## src/rtl/jtframe_ba_arb_pkg.sv

```systemverilog
// Shared types and helpers for the SDRAM bank-port arbiter.
// Used by jtframe_ba_arb and jtframe_rr_pick.
package jtframe_ba_arb_pkg;

    typedef enum logic [1:0] {
        IDLE = 2'd0,
        REQ  = 2'd1,
        BUSY = 2'd2
    } ba_arb_st_t;

    // Width of a slot index; never less than one bit.
    function automatic int owner_w(input int slots);
        return (slots > 1) ? $clog2(slots) : 1;
    endfunction

endpackage

```

## src/rtl/jtframe_rr_pick.sv

```systemverilog
// Combinational round-robin picker: first set bit of req scanning upward from ptr, wrapping.
// Returns a one-hot grant, its index and a valid flag.
module jtframe_rr_pick
    import jtframe_ba_arb_pkg::*;
#(
    parameter int N = 4,
    parameter int W = owner_w(N)
)(
    input  logic [N-1:0] req,
    input  logic [W-1:0] ptr,
    output logic [N-1:0] gnt,
    output logic [W-1:0] idx,
    output logic         valid
);

    logic [W-1:0] scan;

    always_comb begin
        gnt   = '0;
        idx   = '0;
        valid = 1'b0;
        scan  = ptr;
        for (int k = 0; k < N; k++) begin
            if (!valid && req[scan]) begin
                gnt[scan] = 1'b1;
                idx       = scan;
                valid     = 1'b1;
            end
            scan = (scan == W'(N - 1)) ? '0 : scan + 1'b1;
        end
    end

endmodule

```

## src/rtl/jtframe_ba_arb.sv

```systemverilog
// Shares one SDRAM bank port among SLOTS requesters with round-robin grants held per burst.
// Define JTFRAME_BA_ARB_PRIO_EN to give slot 0 fixed top priority over a round-robin of the rest.
module jtframe_ba_arb
    import jtframe_ba_arb_pkg::*;
#(
    parameter int SLOTS = 4,
    parameter int AW    = 23,
    parameter int DW    = 16
)(
    input  logic                        clk,
    input  logic                        rst,
    input  logic [SLOTS*AW-1:0]         slot_addr,
    input  logic [SLOTS-1:0]            slot_rd,
    input  logic [SLOTS-1:0]            slot_wr,
    input  logic [SLOTS*DW-1:0]         slot_din,
    input  logic [SLOTS*2-1:0]          slot_din_m,
    output logic [SLOTS-1:0]            slot_ack,
    output logic [SLOTS-1:0]            slot_dst,
    output logic [SLOTS-1:0]            slot_dok,
    output logic [SLOTS-1:0]            slot_rdy,
    output logic [AW-1:0]               ba_addr,
    output logic                        ba_rd,
    output logic                        ba_wr,
    output logic [DW-1:0]               ba_din,
    output logic [1:0]                  ba_din_m,
    input  logic                        ba_ack,
    input  logic                        ba_dst,
    input  logic                        ba_dok,
    input  logic                        ba_rdy,
    output ba_arb_st_t                  st,
    output logic [owner_w(SLOTS)-1:0]   ptr
);

    localparam int OW = owner_w(SLOTS);
    localparam logic [OW-1:0] LAST = OW'(SLOTS - 1);
`ifdef JTFRAME_BA_ARB_PRIO_EN
    localparam logic [OW-1:0] PTR_RST = OW'(1);
`else
    localparam logic [OW-1:0] PTR_RST = '0;
`endif

    // Handshake: a slot holds rd/wr high until it sees its one-cycle slot_ack;
    // the bank port sees ba_rd/ba_wr held until ba_ack, then dst/dok/rdy follow
    // and only the owner sees them, ending on ba_rdy.

    logic [SLOTS-1:0] req;
    logic [SLOTS-1:0] pick_req;
    logic [SLOTS-1:0] pk_gnt;
    logic [OW-1:0]    pk_idx;
    logic             pk_valid;

    logic [SLOTS-1:0] sel_gnt;
    logic [OW-1:0]    sel_idx;
    logic             sel_valid;

    logic [OW-1:0]    owner;
    logic [SLOTS-1:0] own_1h;
    logic [OW-1:0]    ptr_adv;

    ba_arb_st_t       st_nx;
    logic [OW-1:0]    ptr_nx;
    logic [OW-1:0]    owner_nx;
    logic [AW-1:0]    addr_nx;
    logic [DW-1:0]    din_nx;
    logic [1:0]       din_m_nx;
    logic             rd_nx;
    logic             wr_nx;
    logic             route;

    assign req = slot_rd | slot_wr;

`ifdef JTFRAME_BA_ARB_PRIO_EN
    // Slot 0 is served outside the rotation, so the picker never sees it.
    assign pick_req = req & ~SLOTS'(1);
`else
    assign pick_req = req;
`endif

    jtframe_rr_pick #(
        .N (SLOTS),
        .W (OW)
    ) u_pick (
        .req   (pick_req),
        .ptr   (ptr),
        .gnt   (pk_gnt),
        .idx   (pk_idx),
        .valid (pk_valid)
    );

    always_comb begin
        sel_gnt   = pk_gnt;
        sel_idx   = pk_idx;
        sel_valid = pk_valid;
`ifdef JTFRAME_BA_ARB_PRIO_EN
        if (req[0]) begin
            sel_gnt   = SLOTS'(1);
            sel_idx   = '0;
            sel_valid = 1'b1;
        end
`endif
    end

    always_comb begin
        ptr_adv = (owner == LAST) ? '0 : owner + 1'b1;
`ifdef JTFRAME_BA_ARB_PRIO_EN
        if (owner == '0) begin
            ptr_adv = ptr;
        end else if (ptr_adv == '0) begin
            ptr_adv = OW'(1);
        end
`endif
    end

    assign own_1h = SLOTS'(1) << owner;

    always_comb begin
        st_nx    = st;
        ptr_nx   = ptr;
        owner_nx = owner;
        addr_nx  = ba_addr;
        din_nx   = ba_din;
        din_m_nx = ba_din_m;
        rd_nx    = ba_rd;
        wr_nx    = ba_wr;
        case (st)
            IDLE: begin
                rd_nx = 1'b0;
                wr_nx = 1'b0;
                if (sel_valid) begin
                    owner_nx = sel_idx;
                    addr_nx  = slot_addr[sel_idx*AW +: AW];
                    din_nx   = slot_din[sel_idx*DW +: DW];
                    din_m_nx = slot_din_m[sel_idx*2 +: 2];
                    // Write wins when a slot raises both rd and wr.
                    wr_nx    = |(sel_gnt & slot_wr);
                    rd_nx    = |(sel_gnt & slot_rd) & ~(|(sel_gnt & slot_wr));
                    st_nx    = REQ;
                end
            end
            REQ: begin
                if (ba_ack) begin
                    rd_nx  = 1'b0;
                    wr_nx  = 1'b0;
                    ptr_nx = ptr_adv;
                    st_nx  = ba_rdy ? IDLE : BUSY;
                end else if (!req[owner]) begin
                    rd_nx = 1'b0;
                    wr_nx = 1'b0;
                    st_nx = IDLE;
                end
            end
            BUSY: begin
                if (ba_rdy) begin
                    st_nx = IDLE;
                end
            end
            default: begin
                rd_nx = 1'b0;
                wr_nx = 1'b0;
                st_nx = IDLE;
            end
        endcase
    end

    always_ff @(posedge clk or posedge rst) begin
        if (rst) begin
            st       <= IDLE;
            ptr      <= PTR_RST;
            owner    <= '0;
            ba_addr  <= '0;
            ba_din   <= '0;
            ba_din_m <= 2'b11;
            ba_rd    <= 1'b0;
            ba_wr    <= 1'b0;
        end else begin
            st       <= st_nx;
            ptr      <= ptr_nx;
            owner    <= owner_nx;
            ba_addr  <= addr_nx;
            ba_din   <= din_nx;
            ba_din_m <= din_m_nx;
            ba_rd    <= rd_nx;
            ba_wr    <= wr_nx;
        end
    end

    // ack and rdy may land together in REQ, so the data strobes route there too.
    assign route    = (st == BUSY) || ((st == REQ) && ba_ack);
    assign slot_ack = ((st == REQ) && ba_ack) ? own_1h : '0;
    assign slot_dst = (route && ba_dst) ? own_1h : '0;
    assign slot_dok = (route && ba_dok) ? own_1h : '0;
    assign slot_rdy = (route && ba_rdy) ? own_1h : '0;

endmodule
```

## config.mk

```make
export PLATFORM = sky130hd
export DESIGN_NAME = jtframe_ba_arb
export DESIGN_NICKNAME = d
export VERILOG_FILES = /design/src/rtl/jtframe_ba_arb_pkg.sv /design/src/rtl/jtframe_rr_pick.sv /design/src/rtl/jtframe_ba_arb.sv
export SDC_FILE = /design/constraint.sdc
export NUM_CORES = 1
export LEC_CHECK = 0
export ABC_AREA = 0
export CORE_MARGIN = 2
export CORE_UTILIZATION = 38
export DETAILED_ROUTE_END_ITERATION = 10
export PLACE_DENSITY = 0.92
export SYNTH_ARGS = -nofsm -noshare
export SYNTH_HDL_FRONTEND = slang
export SYNTH_SLANG_ARGS = --single-unit
```

## constraint.sdc

```tcl
create_clock -name clk -period 3.3 [get_ports clk]
set_input_delay 0.495 -clock clk [delete_from_list [all_inputs] [get_ports clk]]
set_output_delay 0.495 -clock clk [all_outputs]
set_load 0.01 [all_outputs]
```

# Word level (Yosys, flattened, before mapping)
# Index checks and enable logic that the tools add are counted.
# word_totals
reg_bits	49
inputBits	178
output_inout_bits	63
elab_cells	116
# op_classes
n_bitwise	9
add_sub_neg	4
eq_ne	9
reduce_logical	22
mux	50
shift	4
n_mul	1
n_lt_le_gt_ge	9
# ops
op	n
$shiftx 92x8->23	1
$shiftx 64x7->16	1
$mux 4	8
$mux 2	13
$mux 1	17
$or 4x4->4	4
$lt 2x3->1 const B	5
$logic_and 1x1->1	11
$bmux 1 s2	5
$eq 2x2->1 const B	5
$add 2x1->2 const B	4
$and 4x4->4	2
$demux 1 s2	4
$ge 2x1->1 const B	4
$reduce_or 4->1	2
$shiftx 8x4->2	1
$mul 2x5->7 const B	1
$pmux 1 s3	2
$pmux 2 s3	1
$reduce_and 2->1	3
$ne 2x2->1 const B	2
$shl 1x2->4 const A	1
$logic_not 1->1	3
$ne 3x3->1 const B	1
6 further kinds	7

# Logic depth before layout (Yosys ltp)
# Gate-level depths: netlist of the first run.
# logic_depth
depth_word	19
ltp_mapped	12
depth_no_buf	8

# By module
# A second synthesis of the first run with hierarchy kept.
# unflattened
hier_cells	277
hier_area_um2	3827.4
# modules_own_cells
module	seq_area_each_um2	n_inst	cells_each	area_per_inst_um2
jtframe_ba_arb	1228.7	1	210	3269.4
jtframe_rr_pick	0.0	1	67	558.0

# Least setup slack after synthesis of the first run
# Ideal clock, no wire load.
# synth_path
path_kind	register to register
start	register ptr[0]
end	register ba_addr[0]
path_slack_ps	506
n_path_buf	3
setup_ps	142
synth_period_minus_slack_ps	2794
path_stages_with_launch	12
t_required_ps	3158
arrival_ps	2651
path_cell_list	dfrtp_1 ha_1 buf_2 nor2_1 nor2_1 o21a_2 or3b_4 a31oi_4 buf_12 buf_12 mux2i_1 o221ai_1
# synth_via
elab_chain_cells	14
word_cells_on_any_way	34
cone_classes	add/sub (3); mul (1); eq/ne (3); shift (1); mux (19); reduce/logical (7)
# synth_lines
item	line	rtl
start, declared	jtframe_ba_arb.sv:31	output logic [owner_w(SLOTS)-1:0] ptr
start signal, assigned	jtframe_ba_arb.sv:177	ptr <= ptr_nx;
parallel branches: the longest is 14 deep, another holds $mul 2x5->7	--	
end signal, assigned	jtframe_ba_arb.sv:179	ba_addr <= addr_nx;
end, declared	jtframe_ba_arb.sv:21	output logic [AW-1:0] ba_addr,
# Parallel ways; which one is timed is not known. The select of a mux whose other input is x is not followed.
# A chain may end at the register's enable or synchronous reset.

# Final worst setup path of the first run
# layout_path
start	input port slot_wr[3]
end	register ba_din[9]
# layout_via
elab_chain_cells	14
word_cells_on_any_way	25
cone_classes	shift (1); mux (16); bitwise (1); reduce/logical (7)
# layout_lines
item	line	rtl
start, declared	jtframe_ba_arb.sv:14	input logic [SLOTS-1:0] slot_wr,
$or 4x4->4 (*)	jtframe_ba_arb.sv:70	assign req = slot_rd | slot_wr;
$bmux 1 s2	jtframe_rr_pick.sv:24	if (!valid && req[scan]) begin
$mux 1 (not written as such)	jtframe_rr_pick.sv:24	
$mux 1	jtframe_rr_pick.sv:24	
$logic_not 1->1	jtframe_rr_pick.sv:24	
$logic_and 1x1->1	jtframe_rr_pick.sv:24	
$mux 1	jtframe_rr_pick.sv:24	
$logic_not 1->1	jtframe_rr_pick.sv:24	
$logic_and 1x1->1	jtframe_rr_pick.sv:24	
$mux 1	jtframe_rr_pick.sv:24	
$logic_not 1->1	jtframe_rr_pick.sv:24	
$logic_and 1x1->1	jtframe_rr_pick.sv:24	
$mux 2 / $mux 1 (equally long branches)	jtframe_rr_pick.sv:24	
$shiftx 64x7->16 / $reduce_and 2->1 (equally long branches)	--	
end signal, assigned	jtframe_ba_arb.sv:180	ba_din <= din_nx;
end, declared	jtframe_ba_arb.sv:24	output logic [DW-1:0] ba_din,
# Every way passes the cells marked *; elsewhere a longest branch is shown, timed or not. The select of a mux whose other input is x is not followed.

==> results.yml, run 1 <==
global_route:
  grt_pass1_vias: 4496
  grt_max_degree: 50
  gr-total-overflow: 0
  grt_antenna_before_repair: 0
  wire_length_of_the_first_global_routing_pass_um: 22900
  grt_use_total_pct: 25.8
power_and_ir_drop:
  pwr-share-clk_pct: 8.2
  power_frac_seq_pct: 19.8
  power.switching_fraction_pct: 42.5
  p_comb_share_pct: 72.0
  power.ir.vdd_worst_v: 0.000682
  power.leakage_nw: 2.69
  internal-power_mw: 3.25
  power.density_mw_per_mm2: 862
  total_switching_power_mw: 2.40
flow_run:
  max_cap_viol_count: 0
routing:
  met1_length_um: 5330
  met2WireLength_um: 7520
  wl_per_cell_um: 18.8
  wl_met3_um: 1180
  avgViaCountPerCell: 5.59
  first_iter_violations: 313
  detail_route.drc_violations: 0
  antenna_left: 0
  vias: 4290
  top_layer_used: "met4"
  dr.pass1.iters: 5
  wl_um: 14500
synthesis:
  synth.cell_area_mm2: 0.00387
  yosysWarnings: 0
  synth-edff-count: 0
  unique_masters_post_synth: 51
  dominantRegCellSynth: "sky130_fd_sc_hd__dfrtp_1"
  postSynthCellCount: 395
  synth_sequential_area_ratio_pct: 31.7
  synth.avg_cell_area_um2: 9.81
  synth.ff_latch_count: 49
  syn_nets: 584
  postSynth.asyncResetShare_pct: 100
cts:
  cts_root_buf: "sky130_fd_sc_hd__clkbuf_8"
  clock_sinks: 49
  cts-root-to-sink-buffers: 2
  clock_insertion_delay_worst_skew_ns: 0.30
  clock_tree_from_tritoncts: "built"
  cts_post_setup_buffers_inserted: 0
  ctsHtreeMaxLevel: 2
  holdBufCountCts: 0
  cts-resized-gates: 0
  cts.reportedPaths.clkPinSlew_ns: 0.10
  cts-buffers-inserted: 5
sta:
  setup_viol: 0
  max_frequency_mhz: 335
  min_period_over_period_pct: 90.5
  worst_slew_margin_relative_to_its_limit_pct: 27.8
  post-route-worst-setup-slack_ns: 0.312
  final_report_hold_violation_count: 0
  maxSlewViolCount: 0
  final.min_clock_period_ns: 2.99
  grt_setup_unrepaired: "no"
  tightest_slew_ns: 1.08
  finalClockSkew_ns: 0.0109
floorplan:
  core_area_mm2: 0.00982
  std_cell_rows: 36
  die_outline_area_mm2: 0.0110
  top_level_ports: 241
  die_y_extent_um: 105
  fp.dieW_um: 105
  floorplan.initialDensity_pct: 39.4
placement:
  pre_cts_setup_slack_ns: -0.0213
  placed_area_mm2: 0.00645
  place_congestion: 0.902
  hpwl_um: 11500
  place.port_buffers: 240
min_path:
  timing.hold.worst.class: "reg2reg"
  min-delay-start: "ba_din[13]"
final_layout:
  final_design_area_no_fill_mm2: 0.00657
  insertedDiodeCount: 0
  fill_cells: 779
  layout-drive-gt1-share_pct: 8.19
  synthesis_to_finish_area_growth_pct: 69.5
  nets: 823
critical_path:
  critPathRequiredTime_ns: 3.46
  r2r_start: "ptr[1]"
  critical_path_capture_point_type: "flop"
  criticalPathCategory: "in2reg"
  worst_ep_arrival_time_ns: 3.15
  crit_path_start_kind: "primary input"
  worstSetupStartpoint: "slot_wr[3]"
  worst-path-max-fanout: 14
run_status:
  run_status: "finished clean"
[final cells by class]
cell class                      instances  area (µm²)  area share, %
Tap cell                              133         166           2.53
Clock buffer                            6        82.6           1.26
Clock inverter                          2        37.5          0.572
Timing Repair Buffer                  265        2670           40.6
Multi-Input combinational cell        306        2360           35.9
Inverter                                7        28.8          0.438
Sequential cell                        49        1230           18.7
[metal layers]
layer / track usage (%) / vias to the layer above
met5: 0 / -
met4: 8.57 / 0
met3: 6.61 / 28
met2: 46.7 / 241
met1: 29.4 / 2033
li1: - / 1988
[power groups by stage]
stage,clock (mW),sequential [mW],combinational (mW)
2_1_floorplan,0,1.22,2.62
3_3_place_gp,0,1.11,3.93
3_5_place_dp,0,1.12,4.09
4_1_cts,0.476,1.12,4.09
5_1_grt,0.496,1.15,4.39
6_report,0.462,1.12,4.07
[worst max-delay path, cell delays in order]
cell and delay (ns):
sky130_fd_sc_hd__clkdlybuf4s50_1 0.52, sky130_fd_sc_hd__nor2_1 0.08, sky130_fd_sc_hd__mux4_2 0.47, sky130_fd_sc_hd__o21a_2 0.16, sky130_fd_sc_hd__or3b_4 0.40, sky130_fd_sc_hd__a31oi_4 0.24, sky130_fd_sc_hd__buf_12 0.20, sky130_fd_sc_hd__buf_4 0.21
sky130_fd_sc_hd__mux2i_1 0.21, sky130_fd_sc_hd__o221ai_1 0.15
[stage by stage]
stage / util, % / hold slack (ns) / cells / power (mW) / setup TNS (ns)
CTS: 66.9 / 0.503 / 768 / 5.68 / 0
global route: 66.9 / 0.524 / 768 / 6.03 / 0
floorplan: - / 0.522 / 395 / 3.84 / 0
detailed placement: 65.6 / 0.476 / 760 / 5.21 / -0.0361
finish: 66.9 / 0.501 / 768 / 5.66 / 0
global placement: 65.6 / 0.468 / 760 / 5.04 / 0
[flip-flops by register name, summed over array words and instances (netlist names)]
| signal | cells |
|---|---|
| ptr | 2 |
| owner | 2 |
| ba_din_m | 2 |
| ba_addr | 23 |
| ba_wr | 1 |
| ba_rd | 1 |
| ba_din | 16 |
| st | 2 |
[synth_stat cells, types with 4 or more instances]
cell / n / area, µm²
sky130_fd_sc_hd__nor3_1: 10 / 50.1
sky130_fd_sc_hd__and2_1: 4 / 25.0
sky130_fd_sc_hd__nand4_1: 4 / 25.0
sky130_fd_sc_hd__buf_12: 8 / 160
sky130_fd_sc_hd__nand2_1: 54 / 203
sky130_fd_sc_hd__dfrtp_1: 47 / 1180
sky130_fd_sc_hd__clkbuf_1: 21 / 78.8
sky130_fd_sc_hd__mux4_2: 4 / 90.1
sky130_fd_sc_hd__o21ai_0: 13 / 65.1
sky130_fd_sc_hd__inv_1: 6 / 22.5
sky130_fd_sc_hd__o221ai_1: 44 / 385
sky130_fd_sc_hd__a21boi_0: 4 / 30.0
sky130_fd_sc_hd__mux2i_1: 82 / 821
sky130_fd_sc_hd__nor2_1: 11 / 41.3
sky130_fd_sc_hd__ha_1: 11 / 138
sky130_fd_sc_hd__o211ai_1: 6 / 45.0
sky130_fd_sc_hd__a21oi_1: 5 / 25.0
sky130_fd_sc_hd__and3_1: 13 / 81.3
[kinds of logic after synthesis]
| kind of cell | count (synthesis) | synth area share, % |
|---|---|---|
| compound gates | 94 | 19.5 |
| flops | 49 | 31.7 |
| mux | 86 | 23.5 |
| fa+ha+maj | 11 | 3.55 |
| buf+inv | 40 | 7.53 |
| simple gates | 115 | 14.2 |
[cells in the final DEF, fill, tap and decap left out, types with 3 or more instances in the layout]
master	n
sky130_fd_sc_hd__a21boi_0	4
sky130_fd_sc_hd__a21oi_1	5
sky130_fd_sc_hd__and2_1	4
sky130_fd_sc_hd__and3_1	13
sky130_fd_sc_hd__buf_12	6
sky130_fd_sc_hd__buf_4	19
sky130_fd_sc_hd__clkbuf_8	6
sky130_fd_sc_hd__clkdlybuf4s50_1	240
sky130_fd_sc_hd__dfrtp_1	47
sky130_fd_sc_hd__ha_1	11
sky130_fd_sc_hd__inv_1	5
sky130_fd_sc_hd__mux2i_1	82
sky130_fd_sc_hd__mux4_2	4
sky130_fd_sc_hd__nand2_1	54
sky130_fd_sc_hd__nand3_1	3
sky130_fd_sc_hd__nand4_1	4
sky130_fd_sc_hd__nor2_1	11
sky130_fd_sc_hd__nor3_1	10
sky130_fd_sc_hd__o211ai_1	6
sky130_fd_sc_hd__o21a_1	3
sky130_fd_sc_hd__o21ai_0	13
sky130_fd_sc_hd__o221ai_1	44
sky130_fd_sc_hd__or2_2	3
sky130_fd_sc_hd__or3_1	3
[path summary, 6_finish.rpt]
check                      slack (ns)  cells past startpoint    endpoint
min reg2reg                      0.50                      2  ba_din[13]
max in group asynchronous        1.85                      2       st[1]
max reg2reg                      0.35                     10   ba_din[9]
min in group asynchronous        0.77                      2   ba_din[5]
min                              0.50                      2  ba_din[13]
max                              0.31                     10   ba_din[9]
Power figures use the tool's default switching activity.
==> inputs of run 2 (changes only) <==
Settings changed: TNS_END_PERCENT set to 1.
==> results of run 2 <==
Same layout as run 1: the final DEF is identical, and so are final timing and power.
